==> src/rtl/mem_stream_loader.sv <==
// Byte-stream to 32-bit memory loader: packs incoming bytes little-endian into words
// and writes them to consecutive word addresses starting at a programmed address.
module mem_stream_loader #(
    parameter int ADDR_WIDTH  = 13,
    parameter int DEPTH       = 8192,
    parameter int COUNT_WIDTH = 16
) (
    input  logic                   clk,
    input  logic                   reset,
    input  logic                   start,
    input  logic [ADDR_WIDTH-1:0]  start_addr,
    input  logic [COUNT_WIDTH-1:0] byte_count,
    input  logic                   abort,
    input  logic [7:0]             in_data,
    input  logic                   in_valid,
    output logic                   in_ready,
    output logic                   busy,
    output logic                   done,
    output logic                   aborted,
    output logic [COUNT_WIDTH-1:0] bytes_left,
    output logic [ADDR_WIDTH-1:0]  mem_address,
    output logic [3:0]             mem_byteenable,
    output logic                   mem_chipselect,
    output logic                   mem_write,
    output logic [31:0]            mem_writedata,
    output logic                   mem_clken
);

    typedef enum logic [1:0] {
        IDLE    = 2'd0,
        COLLECT = 2'd1,
        WRITE   = 2'd2,
        FINISH  = 2'd3
    } state_t;

    localparam logic [ADDR_WIDTH-1:0] LAST_ADDR = ADDR_WIDTH'(DEPTH - 1);

    state_t                 state_r, state_s;
    logic [ADDR_WIDTH-1:0]  ptr_r, ptr_s;
    logic [1:0]             lane_r, lane_s;
    logic [3:0]             be_r, be_s;
    logic [31:0]            data_r, data_s;
    logic [COUNT_WIDTH-1:0] left_r, left_s;
    logic                   done_r, done_s;
    logic                   aborted_r, aborted_s;

    // Next-state and datapath update; abort overrides every other transition.
    always_comb begin
        state_s   = state_r;
        ptr_s     = ptr_r;
        lane_s    = lane_r;
        be_s      = be_r;
        data_s    = data_r;
        left_s    = left_r;
        done_s    = 1'b0;
        aborted_s = 1'b0;
        case (state_r)
            IDLE: begin
                if (start) begin
                    if (byte_count != {COUNT_WIDTH{1'b0}}) begin
                        state_s = COLLECT;
                        ptr_s   = start_addr;
                        left_s  = byte_count;
                        lane_s  = 2'd0;
                        be_s    = 4'b0000;
                        data_s  = 32'h0000_0000;
                    end else begin
                        done_s  = 1'b1;
                    end
                end else begin
                    state_s = IDLE;
                end
            end
            COLLECT: begin
                if (abort) begin
                    state_s   = IDLE;
                    aborted_s = 1'b1;
                    left_s    = {COUNT_WIDTH{1'b0}};
                    lane_s    = 2'd0;
                    be_s      = 4'b0000;
                    data_s    = 32'h0000_0000;
                end else if (in_valid) begin
                    data_s[{lane_r, 3'b000} +: 8] = in_data;
                    be_s[lane_r] = 1'b1;
                    left_s       = left_r - COUNT_WIDTH'(1);
                    lane_s       = lane_r + 2'd1;
                    if ((lane_r == 2'd3) || (left_r == COUNT_WIDTH'(1))) begin
                        state_s = WRITE;
                    end else begin
                        state_s = COLLECT;
                    end
                end else begin
                    state_s = COLLECT;
                end
            end
            WRITE: begin
                // The strobe of this cycle still completes even if abort is seen now.
                if (abort) begin
                    state_s   = IDLE;
                    aborted_s = 1'b1;
                    left_s    = {COUNT_WIDTH{1'b0}};
                end else begin
                    if (left_r == {COUNT_WIDTH{1'b0}}) begin
                        state_s = FINISH;
                        done_s  = 1'b1;
                    end else begin
                        state_s = COLLECT;
                    end
                end
                ptr_s  = (ptr_r == LAST_ADDR) ? {ADDR_WIDTH{1'b0}} : ptr_r + ADDR_WIDTH'(1);
                lane_s = 2'd0;
                be_s   = 4'b0000;
                data_s = 32'h0000_0000;
            end
            FINISH: begin
                state_s = IDLE;
            end
            default: begin
                state_s = IDLE;
            end
        endcase
    end

    // State and datapath registers.
    always_ff @(posedge clk or posedge reset) begin
        if (reset) begin
            state_r   <= IDLE;
            ptr_r     <= {ADDR_WIDTH{1'b0}};
            lane_r    <= 2'd0;
            be_r      <= 4'b0000;
            data_r    <= 32'h0000_0000;
            left_r    <= {COUNT_WIDTH{1'b0}};
            done_r    <= 1'b0;
            aborted_r <= 1'b0;
        end else begin
            state_r   <= state_s;
            ptr_r     <= ptr_s;
            lane_r    <= lane_s;
            be_r      <= be_s;
            data_r    <= data_s;
            left_r    <= left_s;
            done_r    <= done_s;
            aborted_r <= aborted_s;
        end
    end

    // Outputs decode registered state only; the memory bus is zero outside WRITE.
    always_comb begin
        in_ready       = (state_r == COLLECT);
        busy           = (state_r == COLLECT) || (state_r == WRITE);
        done           = done_r;
        aborted        = aborted_r;
        bytes_left     = left_r;
        mem_chipselect = (state_r == WRITE);
        mem_write      = (state_r == WRITE);
        if (state_r == WRITE) begin
            mem_address    = ptr_r;
            mem_byteenable = be_r;
            mem_writedata  = data_r;
        end else begin
            mem_address    = {ADDR_WIDTH{1'b0}};
            mem_byteenable = 4'b0000;
            mem_writedata  = 32'h0000_0000;
        end
        mem_clken      = 1'b1;
    end

endmodule
==> config.mk <==
export PLATFORM = sky130hd
export DESIGN_NAME = mem_stream_loader
export DESIGN_NICKNAME = d
export VERILOG_FILES = /design/src/rtl/mem_stream_loader.sv
export SDC_FILE = /design/constraint.sdc
export NUM_CORES = 1
export LEC_CHECK = 0
export BUFFER_PORTS_ARGS = -buffer_cell sky130_fd_sc_hd__buf_2
export CAP_MARGIN = 10
export CORE_AREA = 2 2 96 98
export CTS_CLUSTER_SIZE = 10
export DETAILED_ROUTE_END_ITERATION = 10
export DIE_AREA = 0 0 98 100
export HOLD_SLACK_MARGIN = 0.12
export PLACE_DENSITY = 0.84
export SLEW_MARGIN = 20
export SYNTH_ARGS = -nofsm -noshare
export SYNTH_HDL_FRONTEND = slang
export SYNTH_SLANG_ARGS = --single-unit
==> constraint.sdc <==
create_clock -name clk -period 2.3 [get_ports clk]
set_clock_uncertainty 0.2 [all_clocks]
set_input_delay 0.115 -clock clk [delete_from_list [all_inputs] [get_ports clk]]
set_output_delay 0.115 -clock clk [all_outputs]
set_load 0.02 [all_outputs]
# == Word level (Yosys, flattened, before mapping) ==
# Index checks and enable logic that the tools add are counted.
# word_totals
ff_bits,71
in_bits,42
out_inout_bits,72
elab_cells,86
# classes
add_sub_neg,4
magnitude_cmp,2
eq_ne,11
shift,2
mux,46
n_bitwise,1
n_reduce_logical,12
# op_table
cell,n
2-to-1 mux 32 bit,5
case mux 32 bit (3 select lines),1
2-to-1 mux 16 bit,5
2-to-1 mux 13 bit,4
case mux 16 bit (3 select lines),1
bitwise mux 32 bit,1
variable shift 8 x 7 -> 32 bit (first input constant),1
variable part select 8 x 7 -> 32 bit,1
case mux 13 bit (2 select lines),1
2-to-1 mux 2 bit,11
2-to-1 mux 4 bit,5
equality test 16 x 1 -> 1 bit (second input constant),1
logical NOT 16 bit,1
nonzero test 16 bit,1
subtractor 16 x 1 -> 16 bit (second input constant),1
adder 13 x 1 -> 13 bit (second input constant),1
equality test 13 bit (second input constant),1
case mux 4 bit (3 select lines),1
case mux 2 bit (4 select lines),1
2-to-1 mux 1 bit,7
negation 5 -> 7 bit,1
equality test 2 bit (second input constant),3
!= test 2 bit (second input constant),3
!= test 3 bit (second input constant),2
other kinds (17),18

# == Logic depth before layout (Yosys ltp) ==
# Gate-level depths: netlist of run 1.
# logic_depth
word_depth,8
ltp_mapped,8
mapped_depth_nobuf,7

# == Worst setup path before layout of run 1 ==
# No wires, ideal clock.
# synth_timing
kind,reg2reg
from,register state_r[0]
to,register left_r[15] (netlist: bytes_left[15])
setup_time_ps,66
arrival_time_ps,1913
t_required_ps,2034
setup_slack_ps,121
path_stages_with_launch,8
path_buffers,0
period_less_slack_ps,2179
cell_sequence,dfrtp_1 > inv_1 > ha_1 > nand3b_1 > nor4_4 > a21oi_1 > or3_1 > nand2_1
# synth_between
elab_chain_cells,3
elab_cells_between_ends,10
cone_classes,eq/ne (6); mux (1); reduce/logical (3)
# synth_lines
element,line,text
"start, declared",38,"state_t state_r, state_s;"
"start signal, assigned",136,state_r <= state_s;
"equality test 2 x 1 -> 1 bit, or another cell as far along",57,case (state_r)
"!= test 3 bit (no source line), or another cell as far along",-,
AND reduction 5 bit (no source line),-,
"end signal, assigned",132,left_r <= {COUNT_WIDTH{1'b0}};
"end signal, assigned",141,left_r <= left_s;
"end, declared",43,"logic [COUNT_WIDTH-1:0] left_r, left_s;"
# Parallel ways exist; a longest one is shown, timed or not.
# A chain may end at the register's enable or synchronous reset.

# == Worst setup path after layout of run 1 ==
# layout_timing
from,register ptr_r[0]
to,register ptr_r[0]
# layout_between
elab_chain_cells,3
elab_cells_between_ends,4
cone_classes,add/sub (1); eq/ne (1); mux (2)
# layout_lines
element,line,text
"start, declared",39,"logic [ADDR_WIDTH-1:0] ptr_r, ptr_s;"
"start signal, assigned",128,ptr_r <= {ADDR_WIDTH{1'b0}};
"start signal, assigned",137,ptr_r <= ptr_s;
adder 13 x 1 -> 13 bit or equality test 13 bit (tied branches),110,ptr_s = (ptr_r == LAST_ADDR) ? {ADDR_WIDTH{1'b0}} : ptr_r + ADDR_WIDTH'(1);
2-to-1 mux 13 bit *,110,
case mux 13 bit (2 select lines) *,57,
# Mark *: on every way between the ends. The rest lies on a longest branch, timed or not.

==> results by group, run 1 <==
Status
  – Status: finished clean

STA
  – # setup viols final: 0
  – Final Hold Fails: 0
  – Final worst-path cycle share: between 90% and 100%
  – Pins Over Slew Limit: 0
  – F_max: roughly 450 MHz
  – Min Hold Slack: about 150 ps
  – Rel. slew slack: 63.42%
  – Worst Tran Pin Value: 548.6 ps
  – Setup_tns: 0 ps
  – Final worst path period need: around 2200 ps

Synth
  – Cell Area, Synth: 4124 sq um
  – Flops & latches, synth: 71
  – Ys async rst share: 100.0%
  – Mapped Avg Cell Area: about 9.2 sq um
  – Post-Syn Instances: about 450
  – Synth warn: 0
  – EDFF count, synth: 0
  – Syn nets: 500
  – Top_reg_cell synth: dfrtp_1
  – Register area share after synthesis: 43.08%
  – Synth unique cells: 63

Power
  – Final Power: about 3.8 mW
  – Pleak: 2.717 nW
  – VDD IR max: between 500 and 600 uV
  – Cell area power density: between 600 and 700 nW/um^2

Global routing
  – Total congestion overflow: 0
  – Largest net degree at the start of global routing: between 70 and 80
  – GRT Util Overall: 24.33%
  – Initial antenna violation count: 0
  – First-pass GRT wire length: ~19,000 um
  – Vias in the first global route: about 3,900

Worst hold path
  – Hold Path Class: in2async

Clock network
  – Reg clk slew, reported paths: 80 ps
  – Clock buffer depth: 2
  – CTS Buf Count: 9
  – Worst-Skew Late Latency: 350 ps
  – CTS sink cnt: between 70 and 80
  – CTS tree: done
  – CTS root buf: clkbuf_8
  – H-tree depth: 3

Route
  – Antenna-violating nets left: 0
  – Drt drc: 0
  – Vias: about 4,200
  – Final wirelength: between 10,000 and 15,000 um
  – Initial DRC count: approximately 250
  – WL/cell: 16.64 um
  – First-pass DRT Iterations: 5
  – Vias/cell: 5.735

Floorplan
  – Total die area: slightly below 10,000 sq um
  – Die width: ~98 um
  – Core ar.: 8890 sq um
  – Io pins: around 110
  – Row cnt: 35
  – Starting density of the core: 46.39%
  – DIE HEIGHT: around 100 um

Critical path
  – Worst Setup Start Kind: flop
  – Worst endpoint data arrival time: ~2300 ps
  – WP data required: 2340 ps
  – Critical path class: reg2reg
  – Crit-path max FO: 7
  – Crit. End Element: flop

Place
  – Post-DP Area: 4878 sq um
  – HPWL after DPL: 8124 um
  – Routability cong.: between 0.8 and 0.9
  – Port bufs: approximately 110

Final layout
  – Area Growth Syn to Fin: 36.32%
  – Inserted Diodes: 0
  – Nets: roughly 670
  – Finished Cell Area: roughly 5600 sq um
  – Commonest non-fill, non-tap cell in the layout: buf_2
  – Core Util, Final: between 60% and 70%
  – Share of layout cells above drive strength 1: around 30%
  – Fillers: 703
  – Most frequent cells in the layout: buf_2 (112), dfrtp_1 (71), o21ai_0 (52)

Job
  – Max Cap Viol: 0
state kept, by name, indices dropped and copies added, names as in the netlist:
signal	cells
aborted	1
data_r	32
bytes_left	16
ptr_r	13
be_r	4
done	1
lane_r	2
state_r	2
power by group:
part	leakage [nW]	internal [mW]	switching [mW]	total, mW
registers	0.941	1.39	0.194	1.59
logic	1.67	0.446	0.659	1.11
clock network	0.111	0.648	0.486	1.13
total	2.72	2.49	1.34	3.83
stage by stage:
stage               instances  setup slack (ps)
finish                    729             75.77
global route              729            -2.048
CTS                       723             32.60
detailed placement        666            -3.339
global placement          666             120.3
floorplan                 446             120.6
layer usage:
metal | part of all wire [%] | vias up | track usage (%)
met2 | 49 | 197 | 40.57
met5 | 0 | - | 0
li1 | - | 1952 | -
met3 | 7.2 | 32 | 4.318
met4 | 2.6 | 0 | 10.58
met1 | 41 | 2000 | 31.32
repair_timing:
action	CTS	global route
resized for setup	1	15
setup buffers	0	5
endpoints found under the setup margin	1	51
cloned	0	1
hold buffers	41	0
pin swaps	0	3
endpoints found under the hold margin	140	0
worst max-delay path: stages, from the launching register on:
cell       delay [ps]
dfrtp_1           410
ha_2              230
nand3_2           120
or4_4             540
o21ai_4           270
o2bb2ai_2          90
mux2_4            260
synth_stat cells (4+ instances only):
cell / n / area share, %
and2_1: 43 / 6.5
nand2_1: 31 / 2.8
a31oi_1: 6 / 0.91
clkbuf_1: 15 / 1.4
inv_1: 19 / 1.7
ha_1: 12 / 3.6
nand3_1: 6 / 0.73
a22oi_1: 5 / 0.91
a22o_1: 26 / 5.5
o21ai_0: 52 / 6.3
nand4_1: 4 / 0.61
nor3_1: 10 / 1.2
nor2_1: 28 / 2.5
and3_1: 5 / 0.76
buf_2: 4 / 0.49
dfrtp_1: 71 / 43
mux2i_1: 4 / 0.97
nor4_1: 5 / 0.76
a32oi_1: 5 / 1.1
a21oi_1: 29 / 3.5
path summary, 6_finish.rpt:
path	cells after the start	start	end	slack, ps
max	6	ptr_r[0]$_DFFE_PP0P_	ptr_r[0]$_DFFE_PP0P_	80
min	4	reset	data_r[28]$_DFFE_PP0P_	150
max reg2reg	6	ptr_r[0]$_DFFE_PP0P_	ptr_r[0]$_DFFE_PP0P_	80
min reg2reg	1	data_r[7]$_DFFE_PP0P_	data_r[7]$_DFFE_PP0P_	300
max in group asynchronous	4	reset	data_r[13]$_DFFE_PP0P_	1380
min in group clk	1	data_r[7]$_DFFE_PP0P_	data_r[7]$_DFFE_PP0P_	300
cell type report:
type	instances	area, sq um	area share [%]
multi-input combinational	333	2241	39.86
sequential	71	1777	31.60
timing repair buffer	177	1164	20.70
clock buffer	12	145.1	2.582
tap	111	138.9	2.471
inverter	21	78.83	1.402
clock inverter	4	77.57	1.380
logic make-up (layout without fill, tap and decap cells):
kind of cell	count (synthesis)	in the layout	share of synthesized area, %
AO/OA/AOI/OAI	153	153	24.42
adder cells (fa/ha/maj)	12	12	3.641
flip-flops	71	71	43.08
buffers and inverters	43	214	4.399
AND/OR/NAND/NOR	161	162	23.03
multiplexers	5	5	1.335
other	1	1	0.09093
(Power assumes the default switching activity.)
==> inputs of run 2 (changes only) <==
- CAP_MARGIN: 10 -> not set
- REMOVE_ABC_BUFFERS: not set -> 1
==> run 2 against run 1 <==
Worst setup slack worse by 16 ps. First-iteration DRC count shrank 32%. Register-to-register slack got worse by 20 ps. Clock power shrank 19%.
==> results by group, run 2 (same netlist as run 1, synthesis figures left out) <==
STA
  – Final Hold Fails: 0 (unchanged)
  – Pins Over Slew Limit: 0 (unchanged)
  – # setup viols final: 0 (unchanged)
  – Rel. slew slack: 62.03% (-1.4 points)
  – Setup WS post-layout: 59.47 ps (-16.30 ps)
  – Final worst path period need: 2241 ps (+16.30 ps)
  – Final worst-path cycle share: 97.41% (+0.71 points)
  – RSZ-0062 raised after global routing: true
  – F_max: 446.3 MHz (-0.73%)
  – Worst Tran Pin Value: 568.7 ps (+20.03 ps)
  – Min Hold Slack: 158.1 ps (+3.202 ps)
  – Setup_tns: 0 ps (unchanged)

Floorplan
  – Io pins: 114 (unchanged)
  – DIE HEIGHT: 100 um (unchanged)
  – Die width: 98 um (unchanged)
  – Row cnt: 35 (unchanged)
  – Starting density of the core: 46.39% (unchanged)
  – Core ar.: 8890 sq um (unchanged)
  – Total die area: 9800 sq um (unchanged)

Clock network
  – H-tree depth: 3 (unchanged)
  – Worst-Skew Late Latency: 350 ps (about the same)
  – CTS tree: done
  – Clock buffer depth: 2 (unchanged)
  – CTS root buf: clkbuf_8
  – CTS Buf Count: 9 (unchanged)
  – CTS sink cnt: 71 (unchanged)
  – Reg clk slew, reported paths: 80 ps (about the same)

Critical path
  – WP data required: 2340 ps (about the same)
  – Critical path class: reg2reg
  – Critical-path top delay cell: dfrtp_1
  – Crit. End Element: flop
  – Crit-path max FO: 10 (+3)
  – Worst Setup Start Kind: flop
  – Critical path cell sequence: inv_1, ha_2, nor4b_4, nand3_2, buf_4, o21ba_2, mux2_4
  – Worst endpoint data arrival time: 2280 ps (about the same)
  – Slowest stage delay, CP: 430 ps (-110 ps)

Global routing
  – Total congestion overflow: 0 (unchanged)
  – Initial antenna violation count: 0 (unchanged)
  – Vias in the first global route: 4,005 (+1.5%)
  – GRT Util Overall: 23.67% (-0.66 points)
  – Largest net degree at the start of global routing: 47 (-35%)
  – First-pass GRT wire length: 18,860 um (-2.4%)

Place
  – Place WS: 31.76 ps (+35.10 ps)
  – Post-DP Area: 4898 sq um (+0.41%)
  – Cell Count Post-Placement: 667 (+0.15%)
  – HPWL after DPL: 8056 um (-0.83%)
  – Routability cong.: 0.9111 (+3.7%)
  – Port bufs: 112 (unchanged)

Route
  – Final wirelength: 11,500 um (-5.2%)
  – Vias: 4,065 (-2.8%)
  – First-pass DRT Iterations: 4 (-1)
  – WL/cell: 15.84 um (-4.8%)
  – Vias/cell: 5.599 (-2.4%)
  – Drt drc: 0 (unchanged)
  – Antenna-violating nets left: 0 (unchanged)
  – Initial DRC count: 172 (-32%)

Final layout
  – Register Area: 1778 sq um (about the same)
  – Reg with most FFs: data_r
  – Core Util, Final: 62.32% (-0.91 points)
  – Fin cells: 726 (-0.41%)
  – Max reg flops: 32 (unchanged)
  – Area Growth Syn to Fin: 34.34%
  – Share of layout cells above drive strength 1: 29.59% (-0.34 points)
  – Most frequent cells in the layout: buf_2 (112), dfrtp_1 (70), o21ai_0 (52)
  – Nets: 664 (-0.45%)
  – Finished Cell Area: 5540 sq um (-1.4%)
  – Multi-input gate area: 2208 sq um (-1.5%)
  – Inserted Diodes: 0 (unchanged)
  – Commonest non-fill, non-tap cell in the layout: buf_2
  – Fillers: 732 (+4.1%)

Power
  – Pleak: 2.675 nW (-1.6%)
  – Cell area power density: 647.2 nW/um^2 (-4.9%)
  – VDD IR max: 410.4 uV (-30%)
  – Final Power: 3.586 mW (-6.3%)

Worst hold path
  – Hold Path Class: in2async

Status
  – Status: finished clean

Job
  – Max Cap Viol: 0 (unchanged)
[run 2: cell types whose count changed in the layout (fill, tap and decap cells not counted), sizes merged]
cell      before  now
clkbuf        12    9
clkinv         2    4
clkinvlp       0    2
inv           21   22
bufinv         2    0
buf          136  133
[run 2: report_power, final]
part | switching [mW] | internal [mW]
clock network | 0.512 | 0.400
logic | 0.648 | 0.440
registers | 0.193 | 1.39
[run 2: critical path, delay by kind of cell, from the launching register on]
family / cells / cell delay [ps]
flip-flops: 1 / 430
buffers and inverters: 2 / 290
AO/OA/AOI/OAI: 1 / 300
AND/OR/NAND/NOR: 2 / 380
multiplexers: 1 / 320
adder cells (fa/ha/maj): 1 / 210
[run 2: cell type report]
| type | count | area share (%) |
|---|---|---|
| tap | 111 | 2.507 |
| sequential | 71 | 32.09 |
| timing repair buffer | 174 | 20.89 |
| inverter | 21 | 1.423 |
| multi-input combinational | 333 | 39.86 |
| clock buffer | 9 | 2.236 |
| clock inverter | 7 | 0.9937 |
[run 2: path summary, 6_finish.rpt]
path / start / end / slack, ps / depth (start not counted)
worst max-delay path: state_r[0]$_DFFE_PP0N_ / ptr_r[0]$_DFFE_PP0P_ / 60 / 7
worst min-delay path: reset / bytes_left[6]$_DFFE_PP0P_ / 160 / 3
worst max register to register: state_r[0]$_DFFE_PP0N_ / ptr_r[0]$_DFFE_PP0P_ / 60 / 7
worst min register to register: data_r[9]$_DFFE_PP0P_ / data_r[9]$_DFFE_PP0P_ / 300 / 1
max in group asynchronous: reset / ptr_r[6]$_DFFE_PP0P_ / 1090 / 4
min in group clk: data_r[9]$_DFFE_PP0P_ / data_r[9]$_DFFE_PP0P_ / 300 / 1
[run 2: what timing repair did]
action,4_1_cts,5_1_grt
endpoints found under the hold margin,140,0
buffers inserted,0,1
resized for setup,0,12
hold buffers,41,0
endpoints found under the setup margin,0,42
[run 2: layer usage]
layer | GRT usage, % | share of wire [%] | vias up
li1 | - | - | 1950
met2 | 40.89 | 51 | 157
met3 | 5.153 | 6.3 | 17
met5 | 0 | 0 | -
met4 | 8.761 | 1.5 | 0
met1 | 29.30 | 41 | 1941
==> inputs of run 3 (changes only) <==
- ABC_AREA: not set -> 1
- CORE_AREA: 2 2 96 98 -> 2 2 93 113
- DIE_AREA: 0 0 98 100 -> 0 0 95 115
==> run 3 against run 2 <==
Final cell count increased by 42%. Synthesized area rose by 15%. Synthesized cell count increased by 67%. First-iteration DRC count grew 130%. Cell area increased by 11%. Via count increased by 24%. Register-to-register slack gained 60 ps. Combinational power rose to 2.5 times the previous value. Critical path depth grew 4. Critical path type unchanged. Largest power group is now combinational logic.
==> results by group, run 3 <==
Clock network
  – Worst-Skew Late Latency: 340 ps (about the same)
  – CTS tree: done
  – Reg clk slew, reported paths: 70 ps (about the same)
  – Post-CTS Setup Inserts: 0 (unchanged)
  – H-tree depth: 3 (unchanged)
  – CTS sink cnt: 71 (unchanged)
  – Clock buffer depth: 2 (unchanged)
  – CTS Buf Count: 9 (unchanged)
  – CTS root buf: clkbuf_16

Synth
  – Synth area leaders: dfrtp_1 (38%), nand2_1 (23%), inv_1 (8.9%)
  – EDFF count, synth: 0 (unchanged)
  – Cell Area, Synth: 4732 sq um (+15%)
  – Top_reg_cell synth: dfrtp_1
  – Post-synth top area cell: dfrtp_1
  – Mapped Avg Cell Area: 6.335 sq um (-31%)
  – Flops & latches, synth: 71 (unchanged)
  – Synth warn: 0 (unchanged)
  – Most frequent cell after synthesis: nand2_1
  – Post-synth top area share: 37.55% (-5.5 points)
  – Synth unique cells: 30 (-52%)
  – Ys async rst share: 100.0% (unchanged)
  – Post-Syn Instances: 747 (+67%)
  – Post-synth top cells: nand2_1 (288), inv_1 (112), nor2_1 (94)
  – Register area share after synthesis: 37.55% (-5.5 points)

Critical path
  – Critical path class: reg2reg
  – Critical Path Source: state_r[1]$_DFFE_PP0N_
  – Launch point of the worst reg-to-reg path: state_r[1]$_DFFE_PP0N_
  – Crit-path max FO: 9 (-1)
  – Worst endpoint data arrival time: 2210 ps (-70 ps)
  – Crit. End Element: flop
  – Worst Setup Start Kind: flop
  – WP data required: 2330 ps (about the same)

Final layout
  – Core Util, Final: 62.53% (+0.20 points)
  – Nets: 955 (+44%)
  – Register Area: 1777 sq um (about the same)
  – Area Growth Syn to Fin: 30.27%
  – Multi-input gate area: 2400 sq um (+8.7%)
  – Share of layout cells above drive strength 1: 17.88% (-12 points)
  – Max reg flops: 32 (unchanged)
  – Fillers: 892 (+22%)
  – Most frequent cells in the layout: nand2_1 (286), buf_2 (112), inv_1 (111)
  – Commonest non-fill, non-tap cell in the layout: nand2_1
  – Fin cells: 1,032 (+42%)
  – Inserted Diodes: 0 (unchanged)
  – Reg with most FFs: data_r

STA
  – Setup WS post-layout: 119.1 ps (+59.61 ps)
  – F_max: 458.5 MHz (+2.7%)
  – Final worst path period need: 2181 ps (-59.61 ps)
  – Final Hold Fails: 0 (unchanged)
  – Setup_tns: 0 ps (unchanged)
  – Final worst-path cycle share: 94.82% (-2.6 points)
  – Rel. slew slack: 60.80% (-1.2 points)
  – Worst Tran Pin Value: 585.8 ps (+17.13 ps)
  – # setup viols final: 0 (unchanged)
  – RSZ-0062 raised after global routing: true
  – Pins Over Slew Limit: 0 (unchanged)

Floorplan
  – Die width: 95 um (-3.1%)
  – DIE HEIGHT: 115 um (+15%)
  – Total die area: 10,930 sq um (+11%)
  – Core ar.: 9859 sq um (+11%)
  – Io pins: 114 (unchanged)
  – Row cnt: 40 (+14%)
  – Starting density of the core: 47.99% (+1.6 points)

Route
  – Final wirelength: 12,850 um (+12%)
  – Drt drc: 0 (unchanged)
  – WL/cell: 12.45 um (-21%)
  – Antenna-violating nets left: 0 (unchanged)
  – Initial DRC count: 389 (+130%)
  – Vias: 5,033 (+24%)
  – First-pass DRT Iterations: 5 (+1)
  – Vias/cell: 4.877 (-13%)

Place
  – Cell Count Post-Placement: 975 (+46%)
  – HPWL after DPL: 8806 um (+9.3%)
  – Port bufs: 112 (unchanged)
  – Routability cong.: 0.8962 (-1.6%)
  – Place WS: 127.0 ps (+95.23 ps)

Worst hold path
  – Hold Path Class: in2async

Power
  – Pint: 3.387 mW (+52%)
  – VDD IR max: 638.9 uV (+56%)
  – Switch Pwr: 2.856 mW (+110%)
  – Clock share of power: 24.1% (-1.3 points)
  – Sequential share of power: 32.0% (-12 points)
  – Cell area power density: 1013 nW/um^2 (+56%)
  – Logic pwr share: 43.9% (+14 points)
  – Net Sw Frac: 45.74% (+8.0 points)
  – Final Power: 6.243 mW (+74%)
  – Pleak: 3.782 nW (+41%)

Global routing
  – Met3 usage: 4.849% (-0.30 points)
  – Initial antenna violation count: 0 (unchanged)
  – GR Layer Usage met1: 30.80% (+1.5 points)
  – First-pass GRT wire length: 20,910 um (+11%)
  – GRT Util Overall: 24.37% (+0.70 points)
  – Vias in the first global route: 4,578 (+14%)
  – Largest net degree at the start of global routing: 50 (+6.4%)
  – Grt met2 use: 41.42% (+0.53 points)
  – Layer carrying the most global-route usage: met2
  – Total congestion overflow: 0 (unchanged)

Status
  – Status: finished clean

Job
  – Max Cap Viol: 0 (unchanged)
[run 3: repair_timing]
action / 4_1_cts / 5_1_grt
resized for setup: 0 / 4
hold buffers: 41 / 0
endpoints found under the hold margin: 136 / 0
setup endpoints to repair: 0 / 26
[run 3: power by group through the flow]
stage | logic (mW) | clock network [mW] | registers [mW]
after floorplan | 1.81 | 0 | 2.05
after global placement | 2.58 | 0 | 1.99
after detailed placement | 2.64 | 0 | 2.00
after CTS | 2.70 | 1.51 | 1.98
after global routing | 3.09 | 1.57 | 2.05
final | 2.74 | 1.51 | 2.00
[run 3: worst max-delay path: stages (launching register included)]
cell	delay [ps]
dfrtp_1	410
inv_1	80
ha_1	200
inv_2	90
nor2_1	100
nor3_4	240
nand2_2	180
inv_2	210
buf_4	170
nand2_4	70
nand2_1	70
nand2_1	50
[run 3: worst paths after layout]
path	endpoint	slack, ps	cells past startpoint
max reg2reg	data_r[29]$_DFFE_PP0P_	120	11
min in group clk	data_r[27]$_DFFE_PP0P_	280	2
min reg2reg	data_r[27]$_DFFE_PP0P_	280	2
max in group asynchronous	data_r[14]$_DFFE_PP0P_	1080	4
min	ptr_r[2]$_DFFE_PP0P_	170	3
max	data_r[29]$_DFFE_PP0P_	120	11
[run 3: layer usage]
metal  part of all wire [%]  wire length, um  vias to the layer above
met3                    5.4              690                       29
li1                       -                -                     2567
met2                     50             6427                      180
met1                     42             5413                     2257
met5                      0                0                        -
met4                    2.5              320                        0
[run 3: cell families after synthesis]
kind of cell               Yosys count  share of synthesized area, %
xor gates and xnor gates             6                         1.111
other                                1                       0.07925
AOI/OAI and AO/OA                   48                         5.368
and+or+nand+nor                    469                         40.83
buffers and inverters              140                         11.90
adders and majority gates           12                         3.173
DFF                                 71                         37.55
[run 3: metrics by stage]
step,instance area [sq um],hold WS (ps)
6_report,6165,165.6
2_1_floorplan,4623,18.87
4_1_cts,6157,190.3
3_3_place_gp,5424,-4.398
3_5_place_dp,5424,-8.584
5_1_grt,6165,235.2
[run 3: layout make-up]
type	count	share of cell area (%)
timing repair buffer	162	17.05
sequential	71	28.82
clock inverter	7	1.583
clock buffer	9	3.653
tap	126	2.557
inverter	121	7.408
multi-input combinational	536	38.93
